`config.mk`:
```
export PLATFORM = sky130hd
export DESIGN_NAME = ysyx_22050710_if_stage
export DESIGN_NICKNAME = d
export VERILOG_FILES = /design/src/rtl/ysyx_22050710_if_stage.sv
export SDC_FILE = /design/constraint.sdc
export NUM_CORES = 1
export LEC_CHECK = 0
export CORE_MARGIN = 1
export CORE_UTILIZATION = 32
export DETAILED_ROUTE_END_ITERATION = 12
export PLACE_DENSITY = 0.81
export SLEW_MARGIN = 20
export SYNTH_ARGS = -nofsm -noshare
export SYNTH_HDL_FRONTEND = slang
export SYNTH_SLANG_ARGS = --single-unit
```
`constraint.sdc`:
```
create_clock -name i_clk -period 1.9 [get_ports i_clk]
set_input_delay 0.38 -clock i_clk [delete_from_list [all_inputs] [get_ports i_clk]]
set_output_delay 0.38 -clock i_clk [all_outputs]
set_load 0.005 [all_outputs]
```
`src/rtl/ysyx_22050710_if_stage.sv`:
```
//==============================================================================
// Module      : ysyx_22050710_if_stage
// Description : Instruction-fetch stage control and datapath. Sits between the
//               PC / instruction-SRAM request logic and the ID stage.
//               - o_pc_load updates the PC and also acts as the SRAM read
//                 enable. Read data returns one cycle after a load.
//               - A one-entry buffer holds the fetched instruction while ID
//                 stalls, because SRAM output is only trusted for one cycle.
//               - {pc, inst} is handed to ID under a valid/allowin handshake.
//               - A taken branch resolved in ID squashes the instruction
//                 currently in IF, which is the fall-through of the branch.
// Ports       :
//   i_clk              clock
//   i_rst              asynchronous active-high reset
//   i_pc               PC register (address of the data on i_inst_sram_rdata)
//   i_inst_sram_rdata  SRAM read data, valid one cycle after a load
//   i_br_taken         ID has a resolved branch this cycle
//   i_br_sel           branch target selected (taken)
//   i_id_allowin       ID can accept an instruction this cycle
//   o_pc_load          PC update enable / SRAM read enable
//   o_if_to_id_valid   IF presents a valid instruction to ID
//   o_if_to_id_bus     {pc, inst}, pc in the MSBs
// Revision    : 1.0 - initial release
//==============================================================================
`timescale 1ns/1ps
`default_nettype none

module ysyx_22050710_if_stage #(
    parameter int PC_WD       = 64,
    parameter int INST_WD     = 32,
    parameter int IF_TO_ID_WD = PC_WD + INST_WD
) (
    input  logic                   i_clk,
    input  logic                   i_rst,
    input  logic [PC_WD-1:0]       i_pc,
    input  logic [INST_WD-1:0]     i_inst_sram_rdata,
    input  logic                   i_br_taken,
    input  logic                   i_br_sel,
    input  logic                   i_id_allowin,
    output logic                   o_pc_load,
    output logic                   o_if_to_id_valid,
    output logic [IF_TO_ID_WD-1:0] o_if_to_id_bus
);

    //--------------------------------------------------------------------------
    // State
    //--------------------------------------------------------------------------
    logic               r_if_valid;     // IF holds a fetched, unconsumed instruction
    logic               r_rdata_fresh;  // a load happened last cycle; SRAM data is current
    logic               r_buf_valid;    // r_buf_inst holds the instruction
    logic [INST_WD-1:0] r_buf_inst;

    //--------------------------------------------------------------------------
    // Combinational control
    //--------------------------------------------------------------------------
    logic               w_ready_go;
    logic               w_if_allowin;
    logic               w_flush;
    logic [INST_WD-1:0] w_inst;
    logic               w_capture;

    // The instruction SRAM answers in a single cycle, so IF never waits.
    assign w_ready_go   = 1'b1;
    assign w_if_allowin = !r_if_valid || (w_ready_go && i_id_allowin);
    assign w_flush      = i_br_taken && i_br_sel;

    // Outputs are forced low during reset so an asynchronous assertion in the
    // middle of a cycle cannot leave a stale request or valid on the wires.
    assign o_pc_load        = !i_rst && w_if_allowin;
    assign o_if_to_id_valid = !i_rst && r_if_valid && w_ready_go && !w_flush;

    // Once ID has stalled past the first data cycle the SRAM output may have
    // moved on, so the buffered copy takes priority.
    assign w_inst         = r_buf_valid ? r_buf_inst : i_inst_sram_rdata;
    assign o_if_to_id_bus = i_rst ? '0 : {i_pc, w_inst};

    // Capture the SRAM data on the first cycle it is valid if ID did not take
    // it (no load means ID stalled) and no flush is discarding it.
    assign w_capture = r_rdata_fresh && r_if_valid && !r_buf_valid;

    //--------------------------------------------------------------------------
    // Registers
    //--------------------------------------------------------------------------
    always_ff @(posedge i_clk or posedge i_rst) begin
        if (i_rst) begin
            r_if_valid    <= 1'b0;
            r_rdata_fresh <= 1'b0;
            r_buf_valid   <= 1'b0;
            r_buf_inst    <= '0;
        end else begin
            r_rdata_fresh <= o_pc_load;
            if (o_pc_load) begin
                // A new request always yields data next cycle. When this
                // coincides with a flush the PC loads the branch target, and
                // the squashed instruction is simply overwritten.
                r_if_valid  <= 1'b1;
                r_buf_valid <= 1'b0;
            end else if (w_flush) begin
                r_if_valid  <= 1'b0;
                r_buf_valid <= 1'b0;
            end else if (w_capture) begin
                r_buf_valid <= 1'b1;
                r_buf_inst  <= i_inst_sram_rdata;
            end
        end
    end

endmodule

`default_nettype wire
```
---- After elaboration in Yosys (flattened, before gate mapping) ----
Cells that the tools add are included.
Widths: inputs -> output; s select.
word-level totals
  register bits ........................... 35
  output and inout port bits .............. 98
  input bits .............................. 101
  logic and storage cells ................. 27
cells by class
  muxes and demuxes ....................... 7
  reductions and logical operators ........ 14
  bitwise operators ....................... 2
operators by type and width
  operator           count
  $mux 96            1
  $mux 32            1
  $logic_and 1x1->1  6
  $mux 1             5
  $logic_not 1->1    4
  $reduce_and 3->1   1
  $reduce_bool 3->1  1
  $not 1->1          2
  $reduce_bool 2->1  1
  $logic_or 1x1->1   1

---- Logic depth before layout (Yosys ltp) ----
  depth in word-level cells ............... 5
  depth in mapped cells ................... 5
  mapped depth without buffers ............ 3

---- Worst setup path after synthesis ----
Ideal clock, no wire load.
  path type ............................... input-to-reg
  start ................................... input port i_rst
  end ..................................... register r_buf_inst[0]
  path slack .............................. -0.383 ns
  data required time ...................... 1.775 ns
  buffers on the path ..................... 2
  setup time .............................. 0.125 ns
  arrival ................................. 2.157 ns
  stages on the path ...................... 5
  path through ............................ buf_4 > inv_1 > a2111o_1 > buf_6 > mux2_4
between the ends
  longest elaborated chain between the ends .. 4
ends and longest elaborated chain
  element                            RTL line  source
  start: declaration                 34        input logic i_rst,
  $logic_not 1->1 (no source line)   n/a
  $logic_and 1x1->1                  69        assign o_pc_load = !i_rst && w_if_allowin;
  $not 1->1 (no source line)         n/a
  $reduce_and 3->1 (no source line)  n/a
  end signal: assignment             103       r_buf_inst <= i_inst_sram_rdata;
  end: declaration                   51        logic [INST_WD-1:0] r_buf_inst;
Every way passes these cells.
A chain may end at the register's enable or synchronous reset.

---- Final worst setup path ----
  start ................................... register r_buf_valid
  end ..................................... output port o_if_to_id_bus[4]
between the ends
  longest elaborated chain between the ends .. 2
ends and longest elaborated chain
  element                   RTL line  source
  start: declaration        50        logic r_buf_valid;
  start signal: assignment  88        r_buf_valid <= 1'b0;
  start signal: assignment  97        r_buf_valid <= 1'b0;
  start signal: assignment  100       r_buf_valid <= 1'b0;
  $mux 32                   74        assign w_inst = r_buf_valid ? r_buf_inst : i_inst_sram_rdata;
  $mux 96                   75        assign o_if_to_id_bus = i_rst ? '0 : {i_pc, w_inst};
  end: declaration          42        output logic [IF_TO_ID_WD-1:0] o_if_to_id_bus
Every way passes these cells.

==> qor.yml <==
outcome:
  status: "finished, violations left"
  failed_checks: "negative setup slack"
critical_path:
  worstPathRequired_ns: 1.52
  crit_fanout: 8
  critPathArrivalTime_ns: 1.52
  r2r-start: "r_buf_valid"
  rrSetupSlack_ns: 0.10
  rr_endpoint: "r_buf_inst[6]"
  startpoint_type: "flop"
  criticalPathCategory: "flop to primary output"
  r2r_cells: 5
  startpoint: "r_buf_valid"
  cp-end-kind: "primary output"
yosys:
  ys_ff_latch: 35
  synthesis.area_sq_mm: 0.002347
  ys_seq_area_frac: 0.3731
  syn_area_per_cell_sq_um: 10.53
  synth_warnings: 0
  syn_inst: 223
  synth.distinct_cells: 17
  syn-num-nets: 324
sta:
  rsz0062_at_grt: "true"
  clock.fmax_mhz: 525.8
  timing_hold_violations_final: 0
  hold_ws_ns: 0.2606
  tns_ns: -0.001930
  period_minus_slack_ns: 1.902
  tightest_slew_ns: 0.4400
  final_max_slew_viol_count: 0
  setup_violations: 1
  slew_headroom: 0.7067
  layout_worst_path_cycle_share: 1.001
  finClkSkew_ns: 0.003909
  fin_ws_ns: -0.001930
route:
  avgRoutedWirePerCell_microns: 14.73
  vias: 2447
  wirelength_microns: 8030
  dr.pass1.iters: 4
  drt-initial-drc-count: 57
  route.detailed.drc: 0
  post_drt_via_cell_ratio: 4.490
  ant_nets: 0
place:
  port_buffers: 198
  hpwl_microns: 5989
  globalplace.congestion: 0.8075
  place_area_sq_mm: 0.004628
grt:
  antenna_found_initial: 0
  grt.overflow.total: 0
  grt_max_degree: 70
  grt_pass1_wl_microns: 11950
  track_usage: 0.2010
  grt_pass1_vias: 2470
die:
  io_pins: 199
  start_util: 0.3380
  dieWidth_microns: 87.65
  die_h_microns: 87.65
  dieArea_sq_mm: 0.007682
  row_count: 30
  coreArea_sq_mm: 0.006944
power:
  p_int_uw: 2323
  seqPwrFrac: 0.372
  leakage_uw: 0.002408
  p_sw_uw: 833.5
  p_comb_frac: 0.421
  powerDensity_mw_per_mm2: 650.2
  vdd_drop_max_v: 0.0002923
  clkPwrFrac: 0.207
  p_sw_frac: 0.2640
clocking:
  clockBufferDepth: 2
  cts_max_level: 2
  clock_sinks: 35
  cts_buffers: 5
  tritoncts: "yes"
  cts_hold_buf: 0
  clkTransAtPathRegs_ns: 0.07
  clock_latency_ns: 0.29
  cts_root_buf: "clkbuf_8"
layout:
  antenna_cells: 0
  nNetsFinal: 550
  drive_above_1_share: 0.2160
  final_area_sq_mm: 0.004855
  layout_common_cells: "141 x clkdlybuf4s50_1, 65 x nor2b_1, 34 x nor2_1, 34 x dfrtp_1, 31 x mux2i_1"
  area_growth_pct: 106.8
  final_common_cell: "clkdlybuf4s50_1"
worst_hold_path:
  hp-class: "input port to async pin"
job:
  maxCapViolations: 0
## per-layer routing
layer / track usage / up-vias / part of all wire
met5: 0 / - / 0
met4: 0.06259 / 0 / 0.010
met3: 0.04147 / 7 / 0.057
met2: 0.3537 / 103 / 0.52
met1: 0.2464 / 1159 / 0.41
li1: - / 1178 / -
## per-stage QoR
| stage | worst slack, ns | instances | utilization | total power [uW] |
|---|---|---|---|---|
| after floorplan | -0.3412 | 223 | - | 1812 |
| after global placement | -0.2233 | 527 | 0.6665 | 2441 |
| after detailed placement | -0.2245 | 527 | 0.6665 | 2491 |
| after CTS | -0.01444 | 538 | 0.6834 | 3127 |
| after global routing | -0.04353 | 545 | 0.6991 | 3339 |
| final | -0.001930 | 545 | 0.6991 | 3157 |
## sequential cells by signal (all words and copies together) (netlist names)
register and cells:
r_if_valid 1, r_rdata_fresh 1, r_buf_inst 32, r_buf_valid 1
## worst max-delay path: stages (launching register included)
cell	delay, ns
dfrtp_2	0.45
buf_4	0.16
clkbuf_16	0.16
mux2i_1	0.16
nor2_1	0.05
dlygate4sd2_1	0.25
## cells in the mapped netlist, drive strengths merged
| master | instances | area share |
|---|---|---|
| a2111o | 1 | 0.0048 |
| a211oi | 1 | 0.0032 |
| a21bo | 1 | 0.0043 |
| a21oi | 1 | 0.0021 |
| buf | 8 | 0.026 |
| clkbuf | 10 | 0.016 |
| dfrtp | 35 | 0.37 |
| inv | 2 | 0.0032 |
| mux2 | 32 | 0.20 |
| mux2i | 32 | 0.14 |
| nor2 | 34 | 0.054 |
| nor2b | 65 | 0.17 |
| o21ai | 1 | 0.0021 |
## how the worst max path moves through the flow
stage | end | slack (ns)
6_report | o_if_to_id_bus[4] | -0.002
5_1_grt | o_if_to_id_bus[3] | -0.04
4_1_cts | o_if_to_id_bus[10] | -0.01
3_5_place_dp | r_buf_inst[25] | -0.22
3_3_place_gp | r_buf_inst[10] | -0.22
2_1_floorplan | r_buf_inst[0] | -0.34
## layout make-up
cell class | count | area [sq um]
well taps | 96 | 120.1
multi-input cells | 168 | 1371
flip-flops and latches | 35 | 877.1
fillers | 517 | 2090
clock inverters | 2 | 37.54
clock buffers | 5 | 68.82
repair buffers | 237 | 2369
inverters | 2 | 11.26
## logic make-up after synthesis
group,count (synthesis),share of synthesized area
AO/OA/AOI/OAI,5,0.01652
buffers and inverters,20,0.04478
flip-flops,35,0.3731
multiplexers,64,0.3380
AND/OR/NAND/NOR,99,0.2276
## power by group through the flow
stage | sequential (uW) | clock, uW | combinational, uW
global route | 1200 | 707 | 1430
global placement | 1160 | 0 | 1280
finish | 1180 | 652 | 1330
floorplan | 1110 | 0 | 697
CTS | 1170 | 663 | 1290
detailed placement | 1170 | 0 | 1320
## timing repair
item                                    CTS  global route
cloned                                    1             3
pin swaps                                 0             2
gates resized for setup                  42            51
endpoints found under the hold margin     0             0
buffers inserted                          3             4
endpoints found under the setup margin   37            35
No activity file was read; power rests on OpenSTA's default activity.
